## config.mk

```make
export PLATFORM = sky130hd
export DESIGN_NAME = dispatch_flat
export DESIGN_NICKNAME = d
export VERILOG_FILES = /design/src/rtl/dispatch_if.sv /design/src/rtl/dispatch.sv /design/src/flat_wrapper.sv
export SDC_FILE = /design/constraint.sdc
export NUM_CORES = 1
export LEC_CHECK = 0
export ABC_AREA = 0
export BUFFER_PORTS_ARGS = -buffer_cell sky130_fd_sc_hd__buf_4
export CAP_MARGIN = 30
export CORE_MARGIN = 2
export CORE_UTILIZATION = 60
export CTS_CLUSTER_DIAMETER = 60
export CTS_CLUSTER_SIZE = 40
export DETAILED_ROUTE_END_ITERATION = 6
export MAX_ROUTING_LAYER = met4
export PLACE_DENSITY = 0.87
export SLEW_MARGIN = 20
export SYNTH_ARGS = -nofsm -noshare
export SYNTH_HDL_FRONTEND = slang
export SYNTH_SLANG_ARGS = --single-unit
```

## constraint.sdc

```tcl
create_clock -name clk -period 8.1 [get_ports clk]
set_clock_uncertainty 0.2 [all_clocks]
set_input_delay 1.215 -clock clk [delete_from_list [all_inputs] [get_ports clk]]
set_output_delay 1.215 -clock clk [all_outputs]
set_load 0.01 [all_outputs]
```

## src/rtl/dispatch_if.sv

```systemverilog
// rtl/dispatch_if.sv - launch and per-core handshake bundle for the block dispatcher
interface dispatch_if #(
    parameter int NUM_CORES         = 2,
    parameter int THREADS_PER_BLOCK = 4
);
    localparam int TCW = $clog2(THREADS_PER_BLOCK) + 1;

    logic                       start;
    logic [7:0]                 thread_count;
    logic [NUM_CORES-1:0]       core_done;
    logic [NUM_CORES-1:0]       core_start;
    logic [NUM_CORES-1:0]       core_reset;
    logic [8*NUM_CORES-1:0]     core_block_id;
    logic [TCW*NUM_CORES-1:0]   core_thread_count;
    logic                       done;

    modport master (
        output start, thread_count, core_done,
        input  core_start, core_reset, core_block_id, core_thread_count, done
    );

    modport slave (
        input  start, thread_count, core_done,
        output core_start, core_reset, core_block_id, core_thread_count, done
    );
endinterface

```

## src/rtl/dispatch.sv

```systemverilog
// rtl/dispatch.sv - splits a kernel launch into blocks and hands them to free cores
module dispatch #(
    parameter int NUM_CORES         = 2,
    parameter int THREADS_PER_BLOCK = 4
) (
    input  logic      clk,
    input  logic      reset,
    dispatch_if.slave bus
);
    localparam int TCW = $clog2(THREADS_PER_BLOCK) + 1;

    typedef enum logic [1:0] {S_IDLE, S_RUN, S_DONE} state_e;

    state_e state_q, state_d;
    logic [7:0] tc_q, tc_d;
    logic [7:0] total_blocks_q, total_blocks_d;
    logic [7:0] blocks_dispatched_q, blocks_dispatched_d;
    logic [7:0] blocks_done_q, blocks_done_d;
    logic [NUM_CORES-1:0] core_start_q, core_start_d;
    logic [NUM_CORES-1:0] core_reset_q, core_reset_d;
    logic [NUM_CORES-1:0][7:0]     block_id_q, block_id_d;
    logic [NUM_CORES-1:0][TCW-1:0] thread_cnt_q, thread_cnt_d;
    logic done_q, done_d;

    logic [7:0] running;
    logic [7:0] last_tc;

    always_ff @(posedge clk) begin
        if (reset) begin
            state_q             <= S_IDLE;
            tc_q                <= '0;
            total_blocks_q      <= '0;
            blocks_dispatched_q <= '0;
            blocks_done_q       <= '0;
            core_start_q        <= '0;
            core_reset_q        <= '1;
            block_id_q          <= '0;
            thread_cnt_q        <= '0;
            done_q              <= 1'b0;
        end else begin
            state_q             <= state_d;
            tc_q                <= tc_d;
            total_blocks_q      <= total_blocks_d;
            blocks_dispatched_q <= blocks_dispatched_d;
            blocks_done_q       <= blocks_done_d;
            core_start_q        <= core_start_d;
            core_reset_q        <= core_reset_d;
            block_id_q          <= block_id_d;
            thread_cnt_q        <= thread_cnt_d;
            done_q              <= done_d;
        end
    end

    always_comb begin
        state_d             = state_q;
        tc_d                = tc_q;
        total_blocks_d      = total_blocks_q;
        blocks_dispatched_d = blocks_dispatched_q;
        blocks_done_d       = blocks_done_q;
        core_start_d        = core_start_q;
        core_reset_d        = core_reset_q;
        block_id_d          = block_id_q;
        thread_cnt_d        = thread_cnt_q;
        done_d              = done_q;
        running             = blocks_dispatched_q;
        // Modulo-256 arithmetic is exact here since the remainder never exceeds 255.
        last_tc             = tc_q - 8'(THREADS_PER_BLOCK) * (total_blocks_q - 8'd1);

        unique case (state_q)
            S_IDLE: begin
                if (bus.start) begin
                    tc_d                = bus.thread_count;
                    total_blocks_d      = 8'((9'(bus.thread_count) + 9'(THREADS_PER_BLOCK - 1))
                                             / 9'(THREADS_PER_BLOCK));
                    blocks_dispatched_d = '0;
                    blocks_done_d       = '0;
                    state_d             = (bus.thread_count == 8'd0) ? S_DONE : S_RUN;
                end
            end
            S_RUN: begin
                // Free/busy tests use registered state, so a core released this cycle waits one cycle.
                for (int c = 0; c < NUM_CORES; c++) begin
                    if (core_start_q[c] && !core_reset_q[c] && bus.core_done[c]) begin
                        core_start_d[c] = 1'b0;
                        core_reset_d[c] = 1'b1;
                        blocks_done_d   = blocks_done_d + 8'd1;
                    end
                    if (core_reset_q[c] && !core_start_q[c] && (running < total_blocks_q)) begin
                        core_reset_d[c] = 1'b0;
                        core_start_d[c] = 1'b1;
                        block_id_d[c]   = running;
                        thread_cnt_d[c] = (running == total_blocks_q - 8'd1) ? TCW'(last_tc)
                                                                             : TCW'(THREADS_PER_BLOCK);
                        running         = running + 8'd1;
                    end
                end
                blocks_dispatched_d = running;
                if (blocks_done_q == total_blocks_q) begin
                    state_d = S_DONE;
                    done_d  = 1'b1;
                end
            end
            S_DONE: begin
                done_d       = 1'b1;
                core_start_d = '0;
                core_reset_d = '1;
            end
            default: state_d = S_IDLE;
        endcase
    end

    assign bus.core_start        = core_start_q;
    assign bus.core_reset        = core_reset_q;
    assign bus.core_block_id     = block_id_q;
    assign bus.core_thread_count = thread_cnt_q;
    assign bus.done              = done_q;
endmodule

```

## src/flat_wrapper.sv

```systemverilog
// flat-port wrapper written by rule: the top's interface ports become plain ports
module dispatch_flat 
#(
    parameter int NUM_CORES         = 2,
    parameter int THREADS_PER_BLOCK = 4
)
  (clk, reset, bus_start, bus_thread_count, bus_core_done, bus_core_start, bus_core_reset, bus_core_block_id, bus_core_thread_count, bus_done);
  dispatch_if #(.NUM_CORES(NUM_CORES), .THREADS_PER_BLOCK(THREADS_PER_BLOCK)) bus_i ();
  input  logic clk;
  input  logic reset;
  input wire logic [$bits(bus_i.start)-1:0] bus_start;
  input wire logic [$bits(bus_i.thread_count)-1:0] bus_thread_count;
  input wire logic [$bits(bus_i.core_done)-1:0] bus_core_done;
  output wire logic [$bits(bus_i.core_start)-1:0] bus_core_start;
  output wire logic [$bits(bus_i.core_reset)-1:0] bus_core_reset;
  output wire logic [$bits(bus_i.core_block_id)-1:0] bus_core_block_id;
  output wire logic [$bits(bus_i.core_thread_count)-1:0] bus_core_thread_count;
  output wire logic [$bits(bus_i.done)-1:0] bus_done;
  assign bus_i.start = bus_start;
  assign bus_i.thread_count = bus_thread_count;
  assign bus_i.core_done = bus_core_done;
  assign bus_core_start = bus_i.core_start;
  assign bus_core_reset = bus_i.core_reset;
  assign bus_core_block_id = bus_i.core_block_id;
  assign bus_core_thread_count = bus_i.core_thread_count;
  assign bus_done = bus_i.done;
  dispatch #(.NUM_CORES(NUM_CORES), .THREADS_PER_BLOCK(THREADS_PER_BLOCK)) u_core (.clk(clk), .reset(reset), .bus(bus_i));
endmodule
```

==> results of run 1 <==
## state kept, by name, indices dropped and copies added, names as in the netlist
register	flops
u_core.bus.core_block_id	16
u_core.bus.core_reset	2
u_core.tc_q	3
u_core.blocks_dispatched_q	8
u_core.state_q	2
u_core.bus.done	1
u_core.bus.core_start	2
u_core.blocks_done_q	8
u_core.total_blocks_q	7
u_core.bus.core_thread_count	6
## metal layers
metal / vias up / wire [um]
li1: 1575 / -
met1: 1524 / 4076
met2: 113 / 4139
met3: 16 / 504
met4: 0 / 204
met5: - / 0
## critical path, cell delays in order (launching register included)
cell and delay [ps]:
sky130_fd_sc_hd__dfxtp_1 730, sky130_fd_sc_hd__ha_1 350, sky130_fd_sc_hd__a21oi_1 210, sky130_fd_sc_hd__a21oi_2 170, sky130_fd_sc_hd__nor4_2 440, sky130_fd_sc_hd__xnor2_1 290
sky130_fd_sc_hd__inv_1 100, sky130_fd_sc_hd__ha_1 210, sky130_fd_sc_hd__a2111oi_0 340, sky130_fd_sc_hd__a21oi_1 140, sky130_fd_sc_hd__nor4_2 490, sky130_fd_sc_hd__nand3_1 240
sky130_fd_sc_hd__a2111oi_2 360, sky130_fd_sc_hd__nand4b_1 200, sky130_fd_sc_hd__o21a_1 220
## kinds of logic (layout without fill, tap and decap cells)
family,Yosys count,count (layout)
AOI/OAI and AO/OA,92,92
xor gates and xnor gates,39,39
adders and majority gates,22,22
buffers and inverters,42,70
DFF,55,55
muxes,15,15
and+or+nand+nor,162,162
## final cells by class
cell class / instances / area (sq um) / share of cell area, %
multi-input cells: 330 / 2308 / 57.49
well taps: 75 / 93.84 / 2.337
clock inverters: 2 / 60.06 / 1.496
repair buffers: 39 / 292.8 / 7.292
inverters: 23 / 86.33 / 2.150
flip-flops and latches: 55 / 1101 / 27.42
clock buffers: 6 / 72.57 / 1.807
## power by group through the flow
stage / sequential, mW / clock, mW / combinational (mW)
2_1_floorplan: 0.360 / 0 / 0.431
3_3_place_gp: 0.364 / 0 / 0.564
3_5_place_dp: 0.366 / 0 / 0.569
4_1_cts: 0.360 / 0.217 / 0.572
5_1_grt: 0.366 / 0.225 / 0.645
6_report: 0.361 / 0.213 / 0.576
## synthesized netlist by cell type (4+ instances only)
| cell type | count |
|---|---|
| sky130_fd_sc_hd__and3_1 | 4 |
| sky130_fd_sc_hd__xor2_1 | 12 |
| sky130_fd_sc_hd__xnor2_1 | 27 |
| sky130_fd_sc_hd__nand2_1 | 34 |
| sky130_fd_sc_hd__nor2b_1 | 6 |
| sky130_fd_sc_hd__a22oi_1 | 6 |
| sky130_fd_sc_hd__nor3_1 | 11 |
| sky130_fd_sc_hd__a21oi_1 | 18 |
| sky130_fd_sc_hd__o211ai_1 | 4 |
| sky130_fd_sc_hd__nand4_1 | 5 |
| sky130_fd_sc_hd__ha_1 | 22 |
| sky130_fd_sc_hd__nand2b_1 | 6 |
| sky130_fd_sc_hd__nor2_1 | 48 |
| sky130_fd_sc_hd__a2bb2oi_1 | 4 |
| sky130_fd_sc_hd__clkbuf_1 | 12 |
| sky130_fd_sc_hd__a211oi_1 | 11 |
| sky130_fd_sc_hd__o21ai_0 | 14 |
| sky130_fd_sc_hd__mux2i_1 | 12 |
| sky130_fd_sc_hd__inv_1 | 23 |
| sky130_fd_sc_hd__dfxtp_1 | 55 |
| sky130_fd_sc_hd__nor4_1 | 4 |
| sky130_fd_sc_hd__nand3b_1 | 4 |
| sky130_fd_sc_hd__o21a_1 | 5 |
| sky130_fd_sc_hd__nand3_1 | 12 |
## metrics by stage
step / hold WS (ps) / setup WS (ps) / cells / utilization, % / cell area (sq um)
floorplan: 229.8 / 3969 / 427 / - / 3586
global placement: 232.3 / 3324 / 522 / 66.36 / 3882
detailed placement: 239.2 / 3357 / 522 / 66.36 / 3882
CTS: 254.5 / 3330 / 530 / 68.63 / 4015
global route: 298.7 / 2856 / 530 / 68.63 / 4015
finish: 253.1 / 3307 / 530 / 68.63 / 4015
## how the worst min path moves through the flow
stage                                          from                                   end  slack [ps]
2_1_floorplan  u_core.blocks_done_q[7]$_SDFFE_PP0P_  u_core.blocks_done_q[7]$_SDFFE_PP0P_         230
3_3_place_gp           u_core.bus.done$_SDFFE_PP0P_          u_core.bus.done$_SDFFE_PP0P_         230
3_5_place_dp           u_core.bus.done$_SDFFE_PP0P_          u_core.bus.done$_SDFFE_PP0P_         240
4_1_cts                u_core.bus.done$_SDFFE_PP0P_          u_core.bus.done$_SDFFE_PP0P_         250
5_1_grt                u_core.bus.done$_SDFFE_PP0P_          u_core.bus.done$_SDFFE_PP0P_         300
6_report               u_core.bus.done$_SDFFE_PP0P_          u_core.bus.done$_SDFFE_PP0P_         250
==> impl_results.md, run 1 <==
* Routing layer with the top usage in global route: met2
* Inserted Diodes at 0
* DRC violation count after routing at 0
* Clock tree from TritonCTS: done
* Number of rows created at floorplan at 28
* Mux share of post-synthesis cell area at 4.292%
* Proportion of power drawn by combinational gates at 50.1%
* Post-CTS Hold Buffers at 0
* Count of final setup violators at 0
* CP startpoint kind: register
* Reg2reg end: u_core.bus.core_thread_count[5]$_SDFFE_PP0P_
* Number of different library cells in the post-synthesis netlist at 65
* Number of buffers inserted by post-CTS setup repair at 0
* Worst reg2reg path depth at 14
* Drt initial violations at 252
* Combinational family with the most area after synthesis: simple AND/OR/NAND/NOR gates
* CTS Root Cell: sky130_fd_sc_hd__clkbuf_8
* Number of global-route vias before repair at 3,053
* Min Tclk post-route at 4793 ps
* Sum Neg Setup Slack at 0 ps
* Maximum capacitance violations at 0
* Xor and xnor fraction of the mapped netlist area at 9.525%
* Post-Synthesis Cells at 427
* Maximum VDD drop at 0.2138 mV
* First-pass GRT wire length at 14,900 um
* Number of slew-limit violations in the final report at 0
* Sequential fraction of the synthesis area at 30.70%
* Post-synth net total at 462
* Die W at 81.31 um
* Height of the chip at 81.31 um
* Post-detail-place hpwl at 6784 um
* Leakage Power at 1.631 nW
* Maximum clock insertion buffer count at 2
* Initial antenna violation count at 0
* Worst hold stages at 2
* Most frequent cells in the layout: sky130_fd_sc_hd__dfxtp_1, sky130_fd_sc_hd__nor2_1, sky130_fd_sc_hd__buf_4
* Post-Synth Simple-Gate Area at 24.63%
* Switch share at 41.40%
* Clk slew on worst S/H paths at 100 ps
* Number of gates given a new drive strength after cts at 0
* Largest net degree at the start of global routing at 53
* Kind of critical path: register to register
* Register bit count reported by yosys at 55
* Critical path startpoint: u_core.blocks_dispatched_q[3]$_SDFFE_PP0P_
* Final Wtd Congestion at 1.018
* Effective utilization at floorplan at 61.29%
* Slew at the pin closest to its max-slew limit at 716.4 ps
* Number of buffers created by CTS at 5
* Timing endpoint of the critical path: u_core.bus.core_thread_count[5]$_SDFFE_PP0P_
* Count of H-tree levels built during CTS at 2
* Number of sinks handled by clock tree synthesis at 55
* Top cell type by total area after synthesis: sky130_fd_sc_hd__dfxtp_1
* Class of the tightest hold or removal check: register to register
* Via-per-instance ratio at 6.091
* Total power at 1.150 mW
* Aggregate routed wire length at 8924 um
* Total GRT Usage at 29.93%
* Post-Synthesis Mean Instance Area at 8.398 sq um
* Kind of capture point of the worst setup path: register
* Total number of vias at 3,228
* Layout cell share with drive strength beyond 1 at 14.95%
* Share of total power in sequential cells at 31.3%
* Most common cell after layout, fill and taps aside: sky130_fd_sc_hd__dfxtp_1
* Number of filler instances in the final layout at 485
* Sw Pwr at 0.4763 mW
* Share of the synthesized area in the top cell type at 30.70%
* Number of nets with antenna violations after routing at 0
* Arithmetic-cell share of the synthesized area counting full adders, half adders and majority gates at 7.676%
* Worst path arrival time at 4800 ps
* Relative slew slack at 52.18%
* Boundary pin count at 40
* Synth-to-layout area growth at 11.97%
* Fraction of met3 tracks used by global routing at 3.667%
* Flop2flop setup slack at 3310 ps
* Fraction of met1 tracks used by global routing at 40.21%
* Placeable Area at 5851 sq um
* Number of warning messages in the yosys log at 0
* Per-cell routed wire length at 16.84 um
* Area enclosed by the die boundary at 6611 sq um
* Cell area after synthesis at 3586 sq um
* Unrepaired setup endpoints after global routing: false
* Number of nets in the layout at 489
* Number of hold violations in the final report at 0
* Run status: finished clean
* Beginning of the worst register-to-register path: u_core.blocks_dispatched_q[3]$_SDFFE_PP0P_
* Maximum clock frequency at 208.7 MHz
* Synthesized-area fraction occupied by ao, oa, aoi and oai cells at 18.25%
* Clock Latency Late Sink at 310 ps
* Pwr Density at 286.5 nW/um^2
* Post-synth top flop: sky130_fd_sc_hd__dfxtp_1
* Post-synth EDFFs at 0
* Portion of total power attributed to the clock network at 18.5%
* Endpoint required time on the critical path at 8110 ps
* Global Route met2 Usage at 46.72%
* Cells taking the most area after synthesis: sky130_fd_sc_hd__dfxtp_1, sky130_fd_sc_hd__ha_1, sky130_fd_sc_hd__xnor2_1
* Maximum fanout encountered on the critical timing path at 13
* Overflow after GRT at 0
* Proportion of register bits with asynchronous set or reset after synthesis at 0%
* Port buffer count at 39
* Cell internal pwr at 0.6740 mW
* Part of the cycle the worst path needs at 59.17%
* Number of iterations in the first detailed-routing pass at 5
No activity file was read; power rests on OpenSTA's default activity.
==> run 2: changes to the inputs <==
- CORE_UTILIZATION: 60 -> 59
- PLACE_DENSITY: 0.87 -> 0.86
- clock period: 8.1 -> 4.8 ns (I/O delays scaled with it)
==> run 2 against run 1 <==
Against the previous run:
- die area rose by 1.6%
- clock power rose by 25%
- sequential share of layout area fell by 0.34 points
- first-iteration DRC count fell by 20%
- worst setup slack got worse by 2900 ps
- critical path depth rose by 3
==> impl_results.md, run 2 (synthesized netlist as in run 1, its figures left out) <==
* Port buffer count at 39 (unchanged)
* Relative slew slack at 58.08% (was 52.18%)
* Post-detail-place hpwl at 6956 um (was 6784 um)
* Number of nets with antenna violations after routing at 0 (unchanged)
* Total number of vias at 3,254 (was 3,228)
* Initial antenna violation count at 0 (unchanged)
* Via-per-instance ratio at 6.026 (was 6.091)
* Number of iterations in the first detailed-routing pass at 5 (unchanged)
* Cell at the slowest stage of the critical path: sky130_fd_sc_hd__dfxtp_1 (unchanged)
* Clk slew on worst S/H paths at 100 ps (about the same)
* Kind of capture point of the worst setup path: register (unchanged)
* Layout cell share with drive strength beyond 1 at 16.99% (was 14.95%)
* Total GRT Usage at 29.28% (was 29.93%)
* Leakage Power at 1.672 nW (was 1.631 nW)
* Height of the chip at 81.96 um (was 81.31 um)
* Per-cell routed wire length at 16.77 um (was 16.84 um)
* Inserted Diodes at 0 (unchanged)
* Number of buffers inserted by post-CTS setup repair at 0 (unchanged)
* Area enclosed by the die boundary at 6717 sq um (was 6611 sq um)
* Synth-to-layout area growth at 13.36% (was 11.97%)
* Drt initial violations at 202 (was 252)
* Placed cell count at 533 (was 522)
* Total power at 1.871 mW (was 1.150 mW)
* Class of the tightest hold or removal check: register to register (unchanged)
* Buffer and inverter count on the worst path at 3 (was 1)
* Maximum single-stage delay on the critical path at 490 ps (was 730 ps)
* Most common cell after layout, fill and taps aside: sky130_fd_sc_hd__dfxtp_1 (unchanged)
* Run status: finished clean (unchanged)
* Boundary pin count at 40 (unchanged)
* Maximum fanout encountered on the critical timing path at 6 (was 13)
* Final Instance Count excl. Fillers at 540 (was 530)
* Clock tree from TritonCTS: done (unchanged)
* Count of final setup violators at 0 (unchanged)
* Final Wtd Congestion at 0.9575 (was 1.018)
* Number of sinks handled by clock tree synthesis at 55 (unchanged)
* Number of buffers created by CTS at 5 (unchanged)
* DRC violation count after routing at 0 (unchanged)
* Kind of critical path: register to register (unchanged)
* CTS Root Cell: sky130_fd_sc_hd__clkbuf_8 (unchanged)
* Most frequent cells in the layout: sky130_fd_sc_hd__dfxtp_1, sky130_fd_sc_hd__buf_4, sky130_fd_sc_hd__nor2_1 (was sky130_fd_sc_hd__dfxtp_1, sky130_fd_sc_hd__nor2_1, sky130_fd_sc_hd__buf_4)
* Die W at 81.96 um (was 81.31 um)
* Overflow after GRT at 0 (unchanged)
* CP startpoint kind: register (unchanged)
* Post-Place Worst Slack at 443.6 ps (was 3357 ps)
* Number of rows created at floorplan at 28 (unchanged)
* Post-CTS Hold Buffers at 0 (unchanged)
* Placeable Area at 5886 sq um (was 5851 sq um)
* Maximum clock insertion buffer count at 2 (unchanged)
* Number of filler instances in the final layout at 489 (was 485)
* Min Tclk post-route at 4398 ps (was 4793 ps)
* Pwr Density at 460.2 nW/um^2 (was 286.5 nW/um^2)
* Max reg flops at 16 (unchanged)
* Clock Latency Late Sink at 310 ps (about the same)
* Core Util, Final at 69.07% (was 68.63%)
* Number of nets in the layout at 500 (was 489)
* Maximum clock frequency at 227.4 MHz (was 208.7 MHz)
* Aggregate routed wire length at 9054 um (was 8924 um)
* Final Worst Setup Slack at 402.4 ps (was 3307 ps)
* Number of hold violations in the final report at 0 (unchanged)
* Count of H-tree levels built during CTS at 2 (unchanged)
* Endpoint required time on the critical path at 4810 ps (was 8110 ps)
* Slew at the pin closest to its max-slew limit at 624.6 ps (was 716.4 ps)
* Critical path cell sequence: inv_1, ha_1, nor2b_1, o211ai_1, a21oi_2, nor4_4, xnor2_1, inv_1, ha_1, a2111oi_0, a21oi_1, nor4_2, buf_4, nand3_1, xnor2_1, o21ai_0, a22o_1 (was ha_1, a21oi_1, a21oi_2, nor4_2, xnor2_1, inv_1, ha_1, a2111oi_0, a21oi_1, nor4_2, nand3_1, a2111oi_2, nand4b_1, o21a_1)
* Maximum capacitance violations at 0 (unchanged)
* First-pass GRT wire length at 14,530 um (was 14,900 um)
* Number of global-route vias before repair at 2,976 (was 3,053)
* Effective utilization at floorplan at 60.93% (was 61.29%)
* Worst path arrival time at 4410 ps (was 4800 ps)
* Part of the cycle the worst path needs at 91.62% (was 59.17%)
* Number of gates given a new drive strength after cts at 0 (unchanged)
* Cell family with the largest share of critical-path delay: compound AO/OA/AOI/OAI gates (unchanged)
* Number of slew-limit violations in the final report at 0 (unchanged)
* Maximum VDD drop at 0.3593 mV (was 0.2138 mV)
* Largest net degree at the start of global routing at 53 (unchanged)
[run 2: cell count changes in the layout (fill, tap and decap cells not counted), sizes merged]
cell	before	now
buf	39	50
bufinv	2	0
inv	23	24
[run 2: power by group]
group          total, mW  internal, mW  switching [mW]
logic               1.01         0.425           0.587
registers          0.593         0.526          0.0671
clock network      0.266         0.116           0.149
[run 2: stage by stage]
stage | area, sq um | TNS [ps] | hold slack [ps]
6_report | 4065 | 0 | 254.9
5_1_grt | 4065 | -16.91 | 292.1
4_1_cts | 4056 | 0 | 255.5
3_5_place_dp | 3965 | 0 | 242.2
3_3_place_gp | 3965 | 0 | 232.5
2_1_floorplan | 3586 | 0 | 229.8
[run 2: worst reg2reg max path, cell delays in order, from the launching register on]
cell,delay [ps]
sky130_fd_sc_hd__dfxtp_1,490
sky130_fd_sc_hd__inv_1,140
sky130_fd_sc_hd__ha_1,280
sky130_fd_sc_hd__nor2b_1,120
sky130_fd_sc_hd__o211ai_1,240
sky130_fd_sc_hd__a21oi_2,180
sky130_fd_sc_hd__nor4_4,380
sky130_fd_sc_hd__xnor2_1,270
sky130_fd_sc_hd__inv_1,90
sky130_fd_sc_hd__ha_1,200
sky130_fd_sc_hd__a2111oi_0,360
sky130_fd_sc_hd__a21oi_1,130
sky130_fd_sc_hd__nor4_2,280
sky130_fd_sc_hd__buf_4,190
sky130_fd_sc_hd__nand3_1,160
sky130_fd_sc_hd__xnor2_1,250
sky130_fd_sc_hd__o21ai_0,110
sky130_fd_sc_hd__a22o_1,230
[run 2: final cells by class]
cell class / instances / area [sq um] / share of cell area, %
Tap cell: 75 / 93.84 / 2.308
Clock buffer: 6 / 82.58 / 2.031
Inverter: 23 / 86.33 / 2.124
Sequential cell: 55 / 1101 / 27.09
Clock inverter: 1 / 8.758 / 0.2155
Timing Repair Buffer: 50 / 375.4 / 9.234
Multi-Input combinational cell: 330 / 2317 / 57.00
[run 2: worst paths after layout]
kind / start / to / slack [ps] / cells past startpoint
max reg2reg: u_core.total_blocks_q[1]$_SDFFE_PP0P_ / u_core.blocks_dispatched_q[2]$_SDFFE_PP0P_ / 400 / 17
min reg2reg: u_core.bus.done$_SDFFE_PP0P_ / u_core.bus.done$_SDFFE_PP0P_ / 250 / 2
min: u_core.bus.done$_SDFFE_PP0P_ / u_core.bus.done$_SDFFE_PP0P_ / 250 / 2
max: u_core.total_blocks_q[1]$_SDFFE_PP0P_ / u_core.blocks_dispatched_q[2]$_SDFFE_PP0P_ / 400 / 17
[run 2: metal layers]
metal | track usage, % | share of wire, % | vias up
li1 | - | - | 1596
met3 | 3.077 | 4.6 | 13
met4 | 7.167 | 1.2 | 0
met1 | 38.89 | 46 | 1547
met2 | 47.89 | 48 | 98
met5 | - | 0 | -
==> run 3: changes to the inputs <==
--- a/config.mk
+++ b/config.mk
@@ -17,2 +17,3 @@
 export PLACE_DENSITY = 0.86
+export RECOVER_POWER = 50
 export SLEW_MARGIN = 20
--- a/constraint.sdc
+++ b/constraint.sdc
@@ -4,2 +4,2 @@
 set_output_delay 0.72 -clock clk [all_outputs]
-set_load 0.01 [all_outputs]
+set_load 0.02 [all_outputs]
==> run 3 against run 2 <==
Against the previous run:
- critical path depth did not move
- register-to-register slack got worse by 20 ps
- non-clock buffer count stayed put
==> impl_results.md, run 3 (synthesized netlist as in run 1, its figures left out) <==
* Run status: finished clean (unchanged)
* Proportion of power drawn by combinational gates at 54.1% (about the same)
* Post-CTS Hold Buffers at 0 (unchanged)
* Clock tree from TritonCTS: done (unchanged)
* Number of global-route vias before repair at 2,976 (unchanged)
* Clock Latency Late Sink at 310 ps (about the same)
* Maximum clock insertion buffer count at 2 (unchanged)
* Worst reg2reg path depth at 17 (unchanged)
* Number of filler instances in the final layout at 526 (was 489)
* Count of final setup violators at 0 (unchanged)
* Relative slew slack at 51.32% (was 58.08%)
* Routed met1 length at 4160 um (was 4197 um)
* Met2 Routed Length at 4331 um (was 4329 um)
* Per-cell routed wire length at 16.66 um (was 16.77 um)
* Height of the chip at 81.96 um (unchanged)
* Layout cell share with drive strength beyond 1 at 11.18% (was 16.99%)
* Number of iterations in the first detailed-routing pass at 6 (was 5)
* Switch share at 44.44% (was 42.96%)
* First-pass GRT wire length at 14,530 um (unchanged)
* Placed inst area at 3965 sq um (unchanged)
* Number of nets in the layout at 500 (unchanged)
* Part of the cycle the worst path needs at 91.94% (was 91.62%)
* Total number of vias at 3,239 (was 3,254)
* Via-per-instance ratio at 5.998 (was 6.026)
* Slew at the pin closest to its max-slew limit at 729.9 ps (was 624.6 ps)
* Portion of total power attributed to the clock network at 14.2% (about the same)
* Port buffer count at 39 (unchanged)
* Maximum clock frequency at 226.6 MHz (was 227.4 MHz)
* Leakage Power at 1.559 nW (was 1.672 nW)
* Pwr Density at 471.8 nW/um^2 (was 460.2 nW/um^2)
* Max reg flops at 16 (unchanged)
* Die W at 81.96 um (unchanged)
* Number of slew-limit violations in the final report at 0 (unchanged)
* Maximum capacitance violations at 0 (unchanged)
* Worst Hold Endpoint: u_core.bus.done$_SDFFE_PP0P_ (unchanged)
* Number of rows created at floorplan at 28 (unchanged)
* Area enclosed by the die boundary at 6717 sq um (unchanged)
* Number of gates given a new drive strength after cts at 0 (unchanged)
* Most common cell after layout, fill and taps aside: sky130_fd_sc_hd__dfxtp_1 (unchanged)
* CP startpoint kind: register (unchanged)
* Reg2reg end: u_core.blocks_dispatched_q[2]$_SDFFE_PP0P_ (unchanged)
* Final Cell Area at 3964 sq um (was 4065 sq um)
* CTS Root Cell: sky130_fd_sc_hd__clkbuf_8 (unchanged)
* Number of sinks handled by clock tree synthesis at 55 (unchanged)
* Kind of capture point of the worst setup path: register (unchanged)
* Cell internal pwr at 1.039 mW (was 1.067 mW)
* Cell at the slowest stage of the critical path: sky130_fd_sc_hd__dfxtp_1 (unchanged)
* Aggregate routed wire length at 8994 um (was 9054 um)
* Flop2flop setup slack at 390 ps (was 400 ps)
* Most frequent cells in the layout: sky130_fd_sc_hd__dfxtp_1, sky130_fd_sc_hd__nor2_1, sky130_fd_sc_hd__nand2_1 (was sky130_fd_sc_hd__dfxtp_1, sky130_fd_sc_hd__buf_4, sky130_fd_sc_hd__nor2_1)
* Clk slew on worst S/H paths at 100 ps (about the same)
* Number of hold violations in the final report at 0 (unchanged)
* Sum Neg Setup Slack at 0 ps (unchanged)
* Critical path cell sequence: inv_1, ha_1, nor2b_1, o211ai_1, a21oi_2, nor4_4, xnor2_1, inv_1, ha_1, a2111oi_0, a21oi_1, nor4_2, buf_4, nand3_1, xnor2_1, o21ai_0, a22o_1 (unchanged)
* Count of H-tree levels built during CTS at 2 (unchanged)
* Placeable Area at 5886 sq um (unchanged)
* Sw Pwr at 0.8311 mW (was 0.8036 mW)
* Beginning of the worst register-to-register path: u_core.total_blocks_q[1]$_SDFFE_PP0P_ (unchanged)
* Maximum single-stage delay on the critical path at 490 ps (about the same)
* Kind of critical path: register to register (unchanged)
* Total length of routed met3 wires at 423 um (was 420 um)
* Uppermost layer routed: met4 (unchanged)
* Maximum fanout encountered on the critical timing path at 6 (unchanged)
* Core Util, Final at 67.35% (was 69.07%)
* Sequential cell area at 1101 sq um (unchanged)
* DRC violation count after routing at 0 (unchanged)
* Worst hold stages at 2 (unchanged)
* Class of the tightest hold or removal check: register to register (unchanged)
* Largest net degree at the start of global routing at 53 (unchanged)
* Post-detail-place hpwl at 6956 um (unchanged)
* Min Tclk post-route at 4413 ps (was 4398 ps)
* Endpoint required time on the critical path at 4810 ps (about the same)
* Number of buffers inserted by post-CTS setup repair at 0 (unchanged)
* Drt initial violations at 258 (was 202)
* Origin of the worst min-delay path: u_core.bus.done$_SDFFE_PP0P_ (unchanged)
* Number of nets with antenna violations after routing at 0 (unchanged)
* Number of buffers created by CTS at 5 (unchanged)
* Synth-to-layout area growth at 10.54% (was 13.36%)
* Worst path arrival time at 4420 ps (was 4410 ps)
* Initial antenna violation count at 0 (unchanged)
* Maximum VDD drop at 0.3537 mV (was 0.3593 mV)
* Multi-input combinational cell area at 2317 sq um (unchanged)
* Inserted Diodes at 0 (unchanged)
* Share of total power in sequential cells at 31.7% (about the same)
* Effective utilization at floorplan at 60.93% (unchanged)
* Overflow after GRT at 0 (unchanged)
* Worst hold slack at 253.9 ps (was 254.9 ps)
* Total GRT Usage at 29.28% (unchanged)
* Boundary pin count at 40 (unchanged)
* Final Wtd Congestion at 0.9575 (unchanged)
==> run 3: cell types whose count changed in the layout (fill, tap and decap cells not counted) <==
| cell | previous run | this run |
|---|---|---|
| sky130_fd_sc_hd__clkbuf_1 | 0 | 27 |
| sky130_fd_sc_hd__and2_1 | 3 | 2 |
| sky130_fd_sc_hd__buf_4 | 50 | 23 |
| sky130_fd_sc_hd__and2_0 | 0 | 1 |
==> run 3: power by group through the flow <==
stage	Sequential [mW]	Combinational [mW]	Clock, mW
global placement	0.600	1.01	0
detailed placement	0.603	1.03	0
floorplan	0.636	0.727	0
global route	0.602	1.12	0.287
CTS	0.592	1.03	0.271
finish	0.593	1.01	0.265
==> run 3: per-stage QoR <==
stage	instances	setup WS, ps	total power, mW
2_1_floorplan	427	669.0	1.362
3_3_place_gp	533	489.7	1.612
3_5_place_dp	533	443.6	1.632
4_1_cts	540	393.8	1.898
5_1_grt	540	-16.91	2.008
6_report	540	387.0	1.870
==> run 3: worst max path at each step <==
stage                                     startpoint                                            to  slack [ps]  cells after the start
6_report       u_core.total_blocks_q[1]$_SDFFE_PP0P_    u_core.blocks_dispatched_q[2]$_SDFFE_PP0P_         390                     17
3_3_place_gp   u_core.total_blocks_q[1]$_SDFFE_PP0P_  u_core.bus.core_thread_count[5]$_SDFFE_PP0P_         490                     16
3_5_place_dp   u_core.total_blocks_q[1]$_SDFFE_PP0P_    u_core.blocks_dispatched_q[4]$_SDFFE_PP0P_         440                     17
5_1_grt        u_core.total_blocks_q[1]$_SDFFE_PP0P_    u_core.blocks_dispatched_q[2]$_SDFFE_PP0P_         -20                     17
2_1_floorplan  u_core.total_blocks_q[1]$_SDFFE_PP0P_  u_core.bus.core_thread_count[5]$_SDFFE_PP0P_         670                     16
4_1_cts        u_core.total_blocks_q[1]$_SDFFE_PP0P_  u_core.bus.core_thread_count[5]$_SDFFE_PP0P_         390                     16
==> run 3: cell type report <==
type                       instances  area share [%]
timing repair buffer              50           6.913
sequential                        55           27.78
clock inverter                     1          0.2210
clock buffer                       6           2.083
multi-input combinational        330           58.46
tap                               75           2.367
inverter                          23           2.178
==> run 3: worst max-delay path: cells and delay by family, from the launching register on <==
family / cells / cell delay [ps]
compound gates: 6 / 1250
simple gates: 4 / 940
xor+xnor: 2 / 520
flops: 1 / 490
fa+ha+maj: 2 / 480
buf+inv: 3 / 410
==> run 3: metal layers <==
layer / global-route usage, % / up-vias
li1: - / 1596
met1: 38.89 / 1547
met2: 47.89 / 90
met3: 3.077 / 6
met4: 7.167 / 0
met5: - / -
